<file path="src/rtl/fifo_rd_pkg.sv">
// Shared types and defaults for the FIFO stream reader.
// Latency: n/a (declarations only).
// Backpressure: n/a (declarations only).
package fifo_rd_pkg;

  // Default build widths; the FIFO data width and DATA_W must match.
  localparam int FIFO_RD_DATA_W     = 8;
  localparam int FIFO_RD_LEN_W      = 8;
  localparam int FIFO_RD_OBUF_DEPTH = 3;
  localparam int FIFO_RD_STALL_W    = 16;

  // Transfer controller states.
  typedef enum logic [1:0] {
    IDLE = 2'd0,
    XFER = 2'd1,
    DONE = 2'd2
  } fifo_rd_state_t;

  // Width of an occupancy counter that must reach 'depth' itself.
  function automatic int fifo_rd_occ_w(input int depth);
    return $clog2(depth + 1);
  endfunction

endpackage

</file>
<file path="src/rtl/fifo_stream_reader_if.sv">
// FIFO read port plus downstream byte stream, bundled for the reader.
// Latency: n/a (wiring only); fifo_dout is valid one cycle after fifo_rd_en.
// Backpressure: m_ready from the consumer; fifo_empty from the FIFO.
interface fifo_stream_reader_if #(
  parameter int DATA_W = fifo_rd_pkg::FIFO_RD_DATA_W
);
  logic              fifo_rd_en;
  logic [DATA_W-1:0] fifo_dout;
  logic              fifo_empty;
  logic [DATA_W-1:0] m_data;
  logic              m_valid;
  logic              m_ready;
  logic              m_last;

  // The reader: pops the FIFO and sources the stream.
  modport master (
    output fifo_rd_en,
    input  fifo_dout,
    input  fifo_empty,
    output m_data,
    output m_valid,
    input  m_ready,
    output m_last
  );

  // The surroundings: FIFO read side and the stream consumer.
  modport slave (
    input  fifo_rd_en,
    output fifo_dout,
    output fifo_empty,
    input  m_data,
    input  m_valid,
    output m_ready,
    input  m_last
  );
endinterface

</file>
<file path="src/rtl/fifo_rd_obuf.sv">
// Small circular output buffer with explicit pointer wrap (any depth >= 2).
// Latency: push visible at the head one cycle later; pop frees the entry at the next edge.
// Backpressure: none internally; the caller must not push into a full buffer.
module fifo_rd_obuf
  import fifo_rd_pkg::*;
#(
  parameter int DATA_W = FIFO_RD_DATA_W,
  parameter int DEPTH  = FIFO_RD_OBUF_DEPTH,
  localparam int OCC_W = fifo_rd_occ_w(DEPTH)
) (
  input  logic              clk,
  input  logic              reset,
  input  logic              push,
  input  logic [DATA_W-1:0] push_data,
  input  logic              pop,
  output logic [OCC_W-1:0]  occ,
  output logic [DATA_W-1:0] head_data
);

  localparam int PTR_W = $clog2(DEPTH);
  localparam logic [PTR_W-1:0] LAST_PTR = PTR_W'(DEPTH - 1);
  localparam logic [OCC_W-1:0] FULL_OCC = OCC_W'(DEPTH);

  logic [DATA_W-1:0] mem_q [DEPTH];
  logic [DATA_W-1:0] mem_d [DEPTH];
  logic [PTR_W-1:0]  head_q, head_d;
  logic [PTR_W-1:0]  tail_q, tail_d;
  logic [OCC_W-1:0]  occ_q, occ_d;
  logic              do_pop;

  // Next-state for storage, pointers and occupancy; pointers wrap at DEPTH-1.
  always_comb begin
    do_pop = pop && (occ_q != '0);
    mem_d  = mem_q;
    head_d = head_q;
    tail_d = tail_q;
    occ_d  = occ_q;
    if (push) begin
      mem_d[tail_q] = push_data;
      tail_d = (tail_q == LAST_PTR) ? '0 : tail_q + PTR_W'(1);
    end
    if (do_pop) begin
      head_d = (head_q == LAST_PTR) ? '0 : head_q + PTR_W'(1);
    end
    // Simultaneous push and pop leaves occupancy unchanged.
    if (push && !do_pop) begin
      occ_d = occ_q + OCC_W'(1);
    end else if (!push && do_pop) begin
      occ_d = occ_q - OCC_W'(1);
    end
  end

  // Register update; reset empties the buffer and clears the entries.
  always_ff @(posedge clk) begin
    if (reset) begin
      mem_q  <= '{default: '0};
      head_q <= '0;
      tail_q <= '0;
      occ_q  <= '0;
    end else begin
      mem_q  <= mem_d;
      head_q <= head_d;
      tail_q <= tail_d;
      occ_q  <= occ_d;
    end
  end

  assign occ       = occ_q;
  assign head_data = mem_q[head_q];

  // The read-issue rule reserves a slot for every in-flight byte, so a push
  // into a full buffer without a matching pop means that rule is broken.
  a_no_overflow: assert property (@(posedge clk) disable iff (reset)
    !(push && !do_pop && (occ_q == FULL_OCC)));

endmodule

</file>
<file path="src/rtl/fifo_stream_reader.sv">
// Drains 'len' bytes from a registered-output FIFO onto a valid/ready stream with last.
// Latency: start -> first rd_en 1 cycle, -> first m_valid 3 cycles; 1 byte/cycle with OBUF_DEPTH >= 3.
// Backpressure: m_ready low stops pops once the output buffer plus in-flight read is full.
// Optional build macro FIFO_RD_STATS_EN adds the stall_cnt output.
module fifo_stream_reader
  import fifo_rd_pkg::*;
#(
  parameter int DATA_W     = FIFO_RD_DATA_W,
  parameter int LEN_W      = FIFO_RD_LEN_W,
  parameter int OBUF_DEPTH = FIFO_RD_OBUF_DEPTH
) (
  input  logic                 clk,
  input  logic                 reset,
  input  logic                 start,
  input  logic [LEN_W-1:0]     len,
  output logic                 busy,
  output logic                 done,
  fifo_stream_reader_if.master bus
`ifdef FIFO_RD_STATS_EN
  ,
  output logic [FIFO_RD_STALL_W-1:0] stall_cnt
`endif
);

  localparam int OCC_W = fifo_rd_occ_w(OBUF_DEPTH);
  localparam logic [OCC_W:0] OBUF_LIM = (OCC_W + 1)'(OBUF_DEPTH);

  // Two entries is the smallest buffer that can ever make progress.
  if (OBUF_DEPTH < 2) begin : g_depth_check
    $error("fifo_stream_reader: OBUF_DEPTH must be at least 2");
  end

  fifo_rd_state_t    state_q, state_d;
  logic              busy_q, busy_d;
  logic              done_q, done_d;
  logic [LEN_W-1:0]  issue_rem_q, issue_rem_d;
  logic [LEN_W-1:0]  out_rem_q, out_rem_d;
  logic              inflight_q, inflight_d;

  logic [OCC_W-1:0]  occ;
  logic [DATA_W-1:0] head_data;
  logic              rd_en;
  logic              out_vld;
  logic              out_last;
  logic              out_hs;

  // Output buffer: captures the FIFO's registered data the cycle after each pop.
  fifo_rd_obuf #(
    .DATA_W (DATA_W),
    .DEPTH  (OBUF_DEPTH)
  ) u_obuf (
    .clk       (clk),
    .reset     (reset),
    .push      (inflight_q),
    .push_data (bus.fifo_dout),
    .pop       (out_hs),
    .occ       (occ),
    .head_data (head_data)
  );

  // Read issue and stream flags; rd_en uses only registered terms and the
  // FIFO flag so m_ready never reaches the pop strobe combinationally.
  always_comb begin
    rd_en = (state_q == XFER) && !bus.fifo_empty && (issue_rem_q != '0) &&
            (({1'b0, occ} + {{OCC_W{1'b0}}, inflight_q}) < OBUF_LIM);
    out_vld  = (occ != '0);
    out_last = out_vld && (out_rem_q == LEN_W'(1));
    out_hs   = out_vld && bus.m_ready;
  end

  // Controller next-state: transfer FSM, remaining-byte counters, read tracking.
  always_comb begin
    state_d     = state_q;
    issue_rem_d = issue_rem_q;
    out_rem_d   = out_rem_q;
    case (state_q)
      IDLE: begin
        if (start) begin
          // A zero-length request completes without touching the FIFO.
          state_d     = (len == '0) ? DONE : XFER;
          issue_rem_d = len;
          out_rem_d   = len;
        end
      end
      XFER: begin
        if (out_hs && out_last) begin
          state_d = DONE;
        end
      end
      DONE: begin
        state_d = IDLE;
      end
      default: begin
        state_d = IDLE;
      end
    endcase
    // rd_en and handshakes only occur in XFER, never alongside the IDLE load.
    if (rd_en) begin
      issue_rem_d = issue_rem_q - LEN_W'(1);
    end
    if (out_hs) begin
      out_rem_d = out_rem_q - LEN_W'(1);
    end
    busy_d     = (state_d == XFER);
    done_d     = (state_d == DONE);
    inflight_d = rd_en;
  end

  // Controller registers; reset drops the transfer and any in-flight byte.
  always_ff @(posedge clk) begin
    if (reset) begin
      state_q     <= IDLE;
      busy_q      <= 1'b0;
      done_q      <= 1'b0;
      issue_rem_q <= '0;
      out_rem_q   <= '0;
      inflight_q  <= 1'b0;
    end else begin
      state_q     <= state_d;
      busy_q      <= busy_d;
      done_q      <= done_d;
      issue_rem_q <= issue_rem_d;
      out_rem_q   <= out_rem_d;
      inflight_q  <= inflight_d;
    end
  end

  assign busy           = busy_q;
  assign done           = done_q;
  assign bus.fifo_rd_en = rd_en;
  assign bus.m_valid    = out_vld;
  assign bus.m_data     = head_data;
  assign bus.m_last     = out_last;

  // A read is only ever issued when the controller is moving bytes.
  a_inflight_in_xfer: assert property (@(posedge clk) disable iff (reset)
    !(inflight_q && (state_q != XFER)));

`ifdef FIFO_RD_STATS_EN
  logic [FIFO_RD_STALL_W-1:0] stall_cnt_q, stall_cnt_d;

  // Starvation counter: XFER cycles spent waiting on an empty FIFO, saturating.
  always_comb begin
    stall_cnt_d = stall_cnt_q;
    if ((state_q == IDLE) && start) begin
      stall_cnt_d = '0;
    end else if ((state_q == XFER) && bus.fifo_empty && (issue_rem_q != '0) &&
                 (stall_cnt_q != '1)) begin
      stall_cnt_d = stall_cnt_q + FIFO_RD_STALL_W'(1);
    end
  end

  // Starvation counter register.
  always_ff @(posedge clk) begin
    if (reset) begin
      stall_cnt_q <= '0;
    end else begin
      stall_cnt_q <= stall_cnt_d;
    end
  end

  assign stall_cnt = stall_cnt_q;
`endif

endmodule

</file>
<file path="src/flat_wrapper.sv">
// flat-port wrapper written by rule: the top's interface ports become plain ports
module fifo_stream_reader_flat import fifo_rd_pkg::*;
#(
  parameter int DATA_W     = FIFO_RD_DATA_W,
  parameter int LEN_W      = FIFO_RD_LEN_W,
  parameter int OBUF_DEPTH = FIFO_RD_OBUF_DEPTH
)
  (clk, reset, start, len, busy, done, bus_fifo_rd_en, bus_fifo_dout, bus_fifo_empty, bus_m_data, bus_m_valid, bus_m_ready, bus_m_last);
  fifo_stream_reader_if #(.DATA_W(DATA_W)) bus_i ();
  input  logic clk;
  input  logic reset;
  input  logic start;
  input  logic [LEN_W-1:0] len;
  output logic busy;
  output logic done;
  output wire logic [$bits(bus_i.fifo_rd_en)-1:0] bus_fifo_rd_en;
  input wire logic [$bits(bus_i.fifo_dout)-1:0] bus_fifo_dout;
  input wire logic [$bits(bus_i.fifo_empty)-1:0] bus_fifo_empty;
  output wire logic [$bits(bus_i.m_data)-1:0] bus_m_data;
  output wire logic [$bits(bus_i.m_valid)-1:0] bus_m_valid;
  input wire logic [$bits(bus_i.m_ready)-1:0] bus_m_ready;
  output wire logic [$bits(bus_i.m_last)-1:0] bus_m_last;
  assign bus_fifo_rd_en = bus_i.fifo_rd_en;
  assign bus_i.fifo_dout = bus_fifo_dout;
  assign bus_i.fifo_empty = bus_fifo_empty;
  assign bus_m_data = bus_i.m_data;
  assign bus_m_valid = bus_i.m_valid;
  assign bus_i.m_ready = bus_m_ready;
  assign bus_m_last = bus_i.m_last;
  fifo_stream_reader #(.DATA_W(DATA_W), .LEN_W(LEN_W), .OBUF_DEPTH(OBUF_DEPTH)) u_core (.clk(clk), .reset(reset), .start(start), .len(len), .busy(busy), .done(done), .bus(bus_i));
endmodule
</file>
<file path="config.mk">
export PLATFORM = sky130hd
export DESIGN_NAME = fifo_stream_reader_flat
export DESIGN_NICKNAME = d
export VERILOG_FILES = /design/src/rtl/fifo_rd_pkg.sv /design/src/rtl/fifo_stream_reader_if.sv /design/src/rtl/fifo_rd_obuf.sv /design/src/rtl/fifo_stream_reader.sv /design/src/flat_wrapper.sv
export SDC_FILE = /design/constraint.sdc
export NUM_CORES = 1
export LEC_CHECK = 0
export BUFFER_PORTS_ARGS = -buffer_cell sky130_fd_sc_hd__buf_4
export CORE_MARGIN = 2
export CORE_UTILIZATION = 40
export DETAILED_ROUTE_END_ITERATION = 6
export GPL_ROUTABILITY_DRIVEN = 1
export GPL_TIMING_DRIVEN = 0
export PLACE_DENSITY = 0.56
export SYNTH_ARGS = -nofsm -noshare
export SYNTH_HDL_FRONTEND = slang
export SYNTH_SLANG_ARGS = --single-unit
</file>
<file path="constraint.sdc">
create_clock -name clk -period 2.6 [get_ports clk]
set_input_delay 0.13 -clock clk [delete_from_list [all_inputs] [get_ports clk]]
set_output_delay 0.13 -clock clk [all_outputs]
set_load 0.02 [all_outputs]
</file>
==> impl_metrics.env, run 1 <==
export IMPL_status="finished, final reports clean"
export IMPL_hold_violations=0
export IMPL_period_share=0.893
export IMPL_min_from="reset"
export IMPL_avgSynthCellArea_um2=9.00
export IMPL_netlist_instances=269
export IMPL_synth_yosys_seq_area_share=0.422
export IMPL_grt_pass1_wl_mm=9.52
export IMPL_antenna_cells=0
export IMPL_track_usage=0.190
export IMPL_final_antenna_net_count=0
export IMPL_path_max_fanout=6
export IMPL_rows=28
export IMPL_min_to="u_core.out_rem_q[4]$_SDFFE_PP0P_"
export IMPL_top_level_ports=34
export IMPL_cts_repair_resized=0
export IMPL_ys_top_cells_by_area="dfxtp_1, mux2i_1, nor2_1"
export IMPL_clkTransAtPathRegs_ns=0.10
export IMPL_dpl_hpwl_mm=4.18
export IMPL_vias_per_cell=5.22
export IMPL_rsz0062_at_grt="no"
export IMPL_antenna_found_initial=0
export IMPL_clockBufferDepth=2
export IMPL_r2r_start="u_core.u_obuf.occ[0]$_SDFFE_PP0P_"
export IMPL_drc=0
export IMPL_hp_class="in -> reg"
export IMPL_synth_area_mm2=0.00242
export IMPL_grt_max_degree=17
export IMPL_power_density_mw_per_mm2=654
export IMPL_core_area_mm2=0.00589
export IMPL_postCtsSetupRepairBufs=0
export IMPL_h_tree_depth=2
export IMPL_clock_skew_final_ns=0.00734
export IMPL_drt_iter0_markers=108
export IMPL_die_h_um=81.8
export IMPL_post_route_min_period_ns=2.32
export IMPL_hold_depth=2
export IMPL_synth_edf_count=0
export IMPL_yosys_cell_types_count=45
export IMPL_grt_overflow=0
export IMPL_cp_start_kind="flop"
export IMPL_numCtsBuffers=5
export IMPL_grt_pass1_vias=1852
export IMPL_dp_cells=377
export IMPL_postCtsHoldBufs=0
export IMPL_cts_sinks=51
export IMPL_yosys_warnings=0
export IMPL_end_kind="flop"
export IMPL_fmax_ghz=0.431
export IMPL_synthesis_nets=297
export IMPL_async_flop_share=0
export IMPL_setup_viol=0
export IMPL_r2r_end="u_core.issue_rem_q[7]$_SDFFE_PP0P_"
export IMPL_num_vias=2010
export IMPL_cp_required_ns=2.84
export IMPL_slew_headroom=0.410
export IMPL_fin_nets=337
export IMPL_maxSlewViolCount=0
export IMPL_holdWs_ns=0.0338
export IMPL_wl_per_cell_um=14.8
export IMPL_cts_root_buf="clkbuf_8"
export IMPL_synth_seq_cells=51
export IMPL_wirelength_mm=5.70
export IMPL_r2r_cells=6
export IMPL_maxCapViolCount=0
export IMPL_r2r_setup_slack_ns=0.28
export IMPL_utilization=0.486
export IMPL_clk_latency_ns=0.31
export IMPL_drtPass1Iterations=4
export IMPL_arrival_ns=2.56
export IMPL_cts_tree="done"
export IMPL_final_layout_size_suffix_gt1_frac=0.158
export IMPL_crit_type="reg -> reg"
export IMPL_syn2layout_area_growth_pct=18.2
export IMPL_n_fill_cell=578
export IMPL_synth_top_area_frac=0.422
export IMPL_start_util=0.411
export IMPL_gp_congestion=0.768
export IMPL_worst_pin_slew_ns=0.883
export IMPL_synth_top_area_cell="dfxtp_1"
export IMPL_layout_common_cells="dfxtp_1, nor2_1, mux2i_1, buf_4, nand2_1"
export IMPL_die_area_mm2=0.00669
export IMPL_dieWidth_um=81.8
export IMPL_synthFlopType="dfxtp_1"
export IMPL_fin_setup_tns_ns=0
export IMPL_final_cells=385
export IMPL_final_common_cell="dfxtp_1"
export IMPL_power_leakage_nw=1.19
export IMPL_vdd_drop_max_mv=0.349
export IMPL_io_buffers=33
critical path, cell delays in order (launching register included):
cell and delay [ns]:
dfxtp_1 0.39, ha_1 0.23, ha_1 0.23, nor4b_4 0.30, nand4_1 0.26, or4b_2 0.66, a31oi_1 0.17
state kept, by name, indices dropped and copies added, names as in the netlist:
name / cells
u_core.u_obuf.head_q: 2
u_core.inflight_q: 1
u_core.state_q: 2
u_core.issue_rem_q: 8
u_core.done: 1
u_core.u_obuf.occ: 2
u_core.busy: 1
u_core.u_obuf.mem_q: 24
u_core.out_rem_q: 8
u_core.u_obuf.tail_q: 2
cell families (layout without fill, tap and decap cells):
kind of cell,count (synthesis),after routing,synth area share
xor+xnor,2,2,0.00724
flops,51,51,0.422
simple gates,101,101,0.214
compound gates,53,53,0.147
buf+inv,22,63,0.0372
fa+ha+maj,7,7,0.0362
mux,33,33,0.137
routing by layer:
| layer | GRT usage | routed length (µm) |
|---|---|---|
| met2 | 0.268 | 2520 |
| met1 | 0.284 | 2950 |
| met5 | 0 | 0 |
| met3 | 0.0363 | 153 |
| met4 | 0.0683 | 79 |
worst max path at each step:
stage | startpoint | to | slack [ns] | cells past startpoint
after floorplan | u_core.u_obuf.occ[0]$_SDFFE_PP0P_ | u_core.issue_rem_q[7]$_SDFFE_PP0P_ | 0.53 | 6
after global placement | u_core.u_obuf.occ[0]$_SDFFE_PP0P_ | u_core.issue_rem_q[7]$_SDFFE_PP0P_ | 0.35 | 6
after detailed placement | u_core.u_obuf.occ[0]$_SDFFE_PP0P_ | u_core.issue_rem_q[5]$_SDFFE_PP0P_ | 0.33 | 6
after CTS | u_core.u_obuf.occ[0]$_SDFFE_PP0P_ | u_core.issue_rem_q[5]$_SDFFE_PP0P_ | 0.29 | 6
after global routing | u_core.u_obuf.occ[0]$_SDFFE_PP0P_ | u_core.issue_rem_q[5]$_SDFFE_PP0P_ | 0.1 | 6
final | u_core.u_obuf.occ[0]$_SDFFE_PP0P_ | u_core.issue_rem_q[7]$_SDFFE_PP0P_ | 0.28 | 6
where the power goes:
part	internal, mW	switching [mW]
logic	0.201	0.263
registers	0.846	0.0708
clock network	0.218	0.272
cell type report:
type                       instances  area, µm²  area share
clock inverter                     2       16.3     0.00569
tap                               75       93.8      0.0328
buffer                            13       56.3      0.0197
timing repair buffer              33        248      0.0866
inverter                           9       33.8      0.0118
clock buffer                       6       82.6      0.0289
multi-input combinational        196       1310       0.458
sequential                        51       1020       0.357
through the flow:
stage | power, mW | cell area [µm²] | setup WS [ns]
floorplan | 1.25 | 2420 | 0.532
global placement | 1.40 | 2760 | 0.352
detailed placement | 1.40 | 2760 | 0.326
CTS | 1.89 | 2860 | 0.289
global route | 1.99 | 2860 | 0.0995
finish | 1.87 | 2860 | 0.279
synthesized netlist by cell type, drive strengths merged (2+ instances only):
cell type and n:
a2111oi 4, a211oi 4, a21oi 13, a31oi 6
and2 2, buf 4, clkbuf 9, dfxtp 51
ha 7, inv 8, mux2i 33, nand2 22
nand3 3, nand3b 3, nor2 39, nor2b 2
nor3 6, nor3b 2, nor4 6, nor4b 2
o211ai 4, o21a 3, o21ai 9, o311ai 2
or3 2, or3b 2, or4 4, or4b 2
xor2 2
Power figures use the tool's default switching activity.
==> run 2: changes to the inputs <==
CTS_BUF_LIST = sky130_fd_sc_hd__clkbuf_16   (was unset)
==> run 2 against run 1 <==
Critical path type unchanged. Clock skew shrank 0.0034 ns. Worst setup slack gained 0.0067 ns. Sequential share of layout area shrank 0.57 points. Final area grew 1.6%. Final cell count is the same. First-iteration DRC count grew 1.9%. Sequential power is essentially flat. Register-to-register slack is essentially flat. Critical path depth is the same. Combinational power is essentially flat. Fmax grew 0.29%.
==> impl_metrics.env, run 2 (synthesis results as in run 1) <==
export IMPL_status="finished, final reports clean"
export IMPL_p_seq_frac=0.453
export IMPL_die_h_um=81.8
export IMPL_numCtsBuffers=5
export IMPL_maxSlewViolCount=0
export IMPL_die_area_mm2=0.00669
export IMPL_layout_common_cells="dfxtp_1, nor2_1, mux2i_1, buf_4, nand2_1"
export IMPL_clkTransAtPathRegs_ns=0.07
export IMPL_max_stage_delay_ns=0.67
export IMPL_num_vias=2021
export IMPL_fmax_ghz=0.432
export IMPL_power_leakage_nw=1.21
export IMPL_path_common_cell="ha_1"
export IMPL_dieWidth_um=81.8
export IMPL_dp_slack_ns=0.326
export IMPL_postCtsSetupRepairBufs=0
export IMPL_clock_skew_final_ns=0.00393
export IMPL_period_share=0.890
export IMPL_cts_repair_resized=0
export IMPL_grt_overflow=0
export IMPL_post_route_min_period_ns=2.31
export IMPL_dpl_hpwl_mm=4.18
export IMPL_cp_top_family="simple AND/OR/NAND/NOR gates"
export IMPL_wl_per_cell_um=14.8
export IMPL_hold_violations=0
export IMPL_syn2layout_area_growth_pct=20.1
export IMPL_final_design_area_no_fill_mm2=0.00291
export IMPL_postCtsHoldBufs=0
export IMPL_grt_pass1_wl_mm=9.54
export IMPL_slowest_stage="or4b_2"
export IMPL_final_cells=385
export IMPL_r2r_cells=6
export IMPL_fin_setup_tns_ns=0
export IMPL_fin_nets=337
export IMPL_switching_share=0.307
export IMPL_top_regs="u_core.u_obuf.mem_q: 24 flops, u_core.issue_rem_q: 8 flops, u_core.out_rem_q: 8 flops"
export IMPL_vdd_drop_max_mv=0.397
export IMPL_drc=0
export IMPL_crit_buf_inv=0
export IMPL_clockBufferDepth=2
export IMPL_cts_tree="done"
export IMPL_setup_slack_ns=0.286
export IMPL_setup_viol=0
export IMPL_cts_sinks=51
export IMPL_wirelength_mm=5.71
export IMPL_core_area_mm2=0.00589
export IMPL_final_layout_size_suffix_gt1_frac=0.155
export IMPL_drtPass1Iterations=4
export IMPL_drt_iter0_markers=110
export IMPL_gp_congestion=0.768
export IMPL_cts_root_buf="clkbuf_16"
export IMPL_final_antenna_net_count=0
export IMPL_dp_cells=377
export IMPL_n_fill_cell=567
export IMPL_vias_per_cell=5.25
export IMPL_hp_class="in -> reg"
export IMPL_cp_depth=6
export IMPL_worst_pin_slew_ns=0.823
export IMPL_p_sw_uw=622
export IMPL_p_int_mw=1.40
export IMPL_start_util=0.411
export IMPL_maxCapViolCount=0
export IMPL_placed_cell_area_mm2=0.00276
export IMPL_critical_path_cell_chain="ha_1 > ha_1 > nor4b_4 > nand4_1 > or4b_2 > a31oi_1"
export IMPL_cp_required_ns=2.81
export IMPL_clk_latency_ns=0.29
export IMPL_regMostFlops="u_core.u_obuf.mem_q"
export IMPL_grt_max_degree=17
export IMPL_rows=28
export IMPL_top_level_ports=34
export IMPL_h_tree_depth=2
export IMPL_slew_headroom=0.450
export IMPL_largest_register_ffs=24
export IMPL_power_share_combinational=0.229
export IMPL_power_density_mw_per_mm2=696
export IMPL_crit_type="reg -> reg"
export IMPL_cp_start_kind="flop"
export IMPL_rsz0062_at_grt="no"
export IMPL_hold_depth=2
export IMPL_p_clk_frac=0.318
export IMPL_antenna_found_initial=0
export IMPL_end_kind="flop"
export IMPL_final_common_cell="dfxtp_1"
export IMPL_io_buffers=33
export IMPL_track_usage=0.189
export IMPL_antenna_cells=0
export IMPL_path_max_fanout=6
export IMPL_arrival_ns=2.53
export IMPL_grt_pass1_vias=1865
[run 2: per-layer routing]
| layer | wire length, µm | vias up | global-route usage |
|---|---|---|---|
| met4 | 60 | 0 | 0.0583 |
| met3 | 137 | 4 | 0.0363 |
| met5 | 0 | - | 0 |
| met1 | 2980 | 932 | 0.286 |
| met2 | 2530 | 24 | 0.269 |
| li1 | - | 1061 | - |
[run 2: layout make-up]
type                       count  area, µm²  area share
buffer                        13       56.3      0.0194
clock buffer                   5        125      0.0430
clock inverter                 3       20.0     0.00689
inverter                       9       33.8      0.0116
multi-input combinational    196       1310       0.450
sequential                    51       1020       0.351
tap                           75       93.8      0.0323
timing repair buffer          33        248      0.0852
[run 2: power by group through the flow]
stage	Sequential, mW	Clock, mW	Combinational (mW)
after floorplan	0.918	0	0.328
after global placement	0.934	0	0.463
after detailed placement	0.932	0	0.466
after CTS	0.916	0.661	0.467
after global routing	0.929	0.701	0.521
final	0.917	0.643	0.464
[run 2: path summary, 6_finish.rpt]
| kind | start | end | slack [ns] |
|---|---|---|---|
| min | reset | u_core.out_rem_q[4]$_SDFFE_PP0P_ | 0.06 |
| min reg2reg | u_core.issue_rem_q[0]$_SDFFE_PP0P_ | u_core.issue_rem_q[0]$_SDFFE_PP0P_ | 0.48 |
| max reg2reg | u_core.u_obuf.occ[0]$_SDFFE_PP0P_ | u_core.issue_rem_q[7]$_SDFFE_PP0P_ | 0.29 |
| max | u_core.u_obuf.occ[0]$_SDFFE_PP0P_ | u_core.issue_rem_q[7]$_SDFFE_PP0P_ | 0.29 |
[run 2: worst register-to-register path: cells and delay by family (launching register included)]
kind / cells / cell delay [ns]
compound gates: 1 / 0.17
fa+ha+maj: 2 / 0.46
flops: 1 / 0.38
simple gates: 3 / 1.23
[run 2: per-stage QoR]
| step | hold WS [ns] | util | power [mW] |
|---|---|---|---|
| after floorplan | 0.220 | - | 1.25 |
| after global placement | 0.359 | 0.469 | 1.40 |
| after detailed placement | 0.358 | 0.469 | 1.40 |
| after CTS | 0.0556 | 0.494 | 2.04 |
| after global routing | 0.0609 | 0.494 | 2.15 |
| final | 0.0580 | 0.494 | 2.02 |
==> run 3: changes to the inputs <==
clock period = 2.3 ns   (was 2.6 ns; I/O delays follow)
==> run 3 against run 2 <==
Sequential share of layout area decreased by 0.29 points. Clock power increased by 13%. Hold slack got worse by 0.013 ns. Largest power group unchanged. Final cell count increased by 0.78%. Register-to-register slack got worse by 0.20 ns. Largest cell class unchanged.
==> impl_metrics.env, run 3 (synthesis results as in run 1) <==
export IMPL_final_antenna_net_count=0
export IMPL_maxSlewViolCount=0
export IMPL_h_tree_depth=2
export IMPL_syn2layout_area_growth_pct=21.4
export IMPL_antenna_cells=0
export IMPL_drc=0
export IMPL_clock_skew_final_ns=0.00430
export IMPL_clkTransAtPathRegs_ns=0.07
export IMPL_num_vias=2033
export IMPL_maxCapViolCount=0
export IMPL_core_area_mm2=0.00589
export IMPL_cts_sinks=51
export IMPL_die_h_um=81.8
export IMPL_clockBufferDepth=2
export IMPL_fmax_ghz=0.453
export IMPL_grt_overflow=0
export IMPL_max_stage_delay_ns=0.64
export IMPL_cts_root_buf="clkbuf_16"
export IMPL_slowest_stage="or4b_2"
export IMPL_grt_pass1_vias=1873
export IMPL_top_regs="u_core.u_obuf.mem_q: 24 flops, u_core.issue_rem_q: 8 flops, u_core.out_rem_q: 8 flops"
export IMPL_post_route_min_period_ns=2.21
export IMPL_cp_start_kind="flop"
export IMPL_clk_latency_ns=0.29
export IMPL_vias_per_cell=5.24
export IMPL_end_kind="flop"
export IMPL_grt_use_met1=0.286
export IMPL_period_share=0.960
export IMPL_crit_buf_inv=0
export IMPL_io_buffers=33
export IMPL_cp_required_ns=2.51
export IMPL_placed_cell_area_mm2=0.00276
export IMPL_fin_setup_tns_ns=0
export IMPL_numCtsBuffers=5
export IMPL_grt_max_degree=17
export IMPL_largest_register_ffs=24
export IMPL_cts_tree="done"
export IMPL_layout_common_cells="dfxtp_1, nor2_1, buf_4"
export IMPL_drtPass1Iterations=4
export IMPL_status="finished, final reports clean"
export IMPL_grt_pass1_wl_mm=9.55
export IMPL_rsz0062_at_grt="yes"
export IMPL_path_common_cell="ha_1"
export IMPL_vdd_drop_max_mv=0.447
export IMPL_gp_congestion=0.768
export IMPL_holdWs_ns=0.0449
export IMPL_start_util=0.411
export IMPL_regMostFlops="u_core.u_obuf.mem_q"
export IMPL_grtUsageMet2=0.270
export IMPL_dpl_hpwl_mm=4.18
export IMPL_antenna_found_initial=0
export IMPL_path_max_fanout=6
export IMPL_critical_path_cell_chain="ha_1 > ha_1 > nor4b_4 > nand4_1 > or4b_2 > a31oi_1"
export IMPL_drt_iter0_markers=98
export IMPL_top_level_ports=34
export IMPL_crit_type="reg -> reg"
export IMPL_final_layout_size_suffix_gt1_frac=0.173
export IMPL_use_met3=0.0363
export IMPL_die_area_mm2=0.00669
export IMPL_hold_violations=0
export IMPL_track_usage=0.189
export IMPL_power_density_mw_per_mm2=783
export IMPL_arrival_ns=2.42
export IMPL_n_fill_cell=569
export IMPL_grt_busiest_layer="met1"
export IMPL_final_design_area_no_fill_mm2=0.00294
export IMPL_wirelength_mm=5.72
export IMPL_dieWidth_um=81.8
export IMPL_setup_viol=0
export IMPL_power_leakage_nw=1.22
export IMPL_rows=28
export IMPL_final_common_cell="dfxtp_1"
export IMPL_slew_headroom=0.439
export IMPL_hp_class="in -> reg"
export IMPL_fin_nets=340
export IMPL_cp_top_family="simple AND/OR/NAND/NOR gates"
export IMPL_wl_per_cell_um=14.7
export IMPL_worst_pin_slew_ns=0.839
[run 3: cell count changes in the layout (fill, tap and decap cells not counted)]
cell / delta
buf_4: +3
dfxtp_1: -2
dfxtp_2: +2
nor4b_1: -1
nor4b_2: +1
[run 3: cell type report]
type | count | area [µm²] | share of cell area
multi-input combinational | 196 | 1320 | 0.448
clock buffer | 5 | 125 | 0.0426
tap | 75 | 93.8 | 0.0319
timing repair buffer | 36 | 270 | 0.0920
sequential | 51 | 1020 | 0.348
inverter | 9 | 33.8 | 0.0115
buffer | 13 | 56.3 | 0.0192
clock inverter | 3 | 20.0 | 0.00681
[run 3: per-stage QoR]
step	setup WS (ns)	total power, mW	cells	util
after global routing	-0.0376	2.44	388	0.499
after floorplan	0.232	1.41	269	-
final	0.0909	2.30	388	0.499
after detailed placement	0.0256	1.58	377	0.469
after CTS	0.0477	2.31	387	0.496
after global placement	0.0520	1.58	377	0.469
[run 3: per-layer routing]
metal	share of wire	vias to the layer above
li1	-	1065
met4	0.016	0
met5	0	-
met3	0.023	7
met2	0.44	24
met1	0.52	937
[run 3: final timing paths]
| kind | cells after the start | endpoint | slack (ns) | start |
|---|---|---|---|---|
| min | 2 | u_core.out_rem_q[4]$_SDFFE_PP0P_ | 0.04 | reset |
| min reg2reg | 1 | u_core.issue_rem_q[0]$_SDFFE_PP0P_ | 0.48 | u_core.issue_rem_q[0]$_SDFFE_PP0P_ |
| max | 6 | u_core.issue_rem_q[5]$_SDFFE_PP0P_ | 0.09 | u_core.u_obuf.occ[0]$_SDFFE_PP0P_ |
| max reg2reg | 6 | u_core.issue_rem_q[5]$_SDFFE_PP0P_ | 0.09 | u_core.u_obuf.occ[0]$_SDFFE_PP0P_ |
[run 3: repair_timing]
| item | 4_1_cts | 5_1_grt |
|---|---|---|
| hold buffers | 0 | 0 |
| setup endpoints to repair | 2 | 4 |
| resized for setup | 0 | 3 |
| pin swaps | 1 | 2 |
| buffers inserted | 2 | 1 |
[run 3: report_power, final]
group	internal, mW	switching [mW]	total [mW]
registers	0.958	0.0810	1.04
logic	0.232	0.301	0.533
clock network	0.401	0.326	0.727
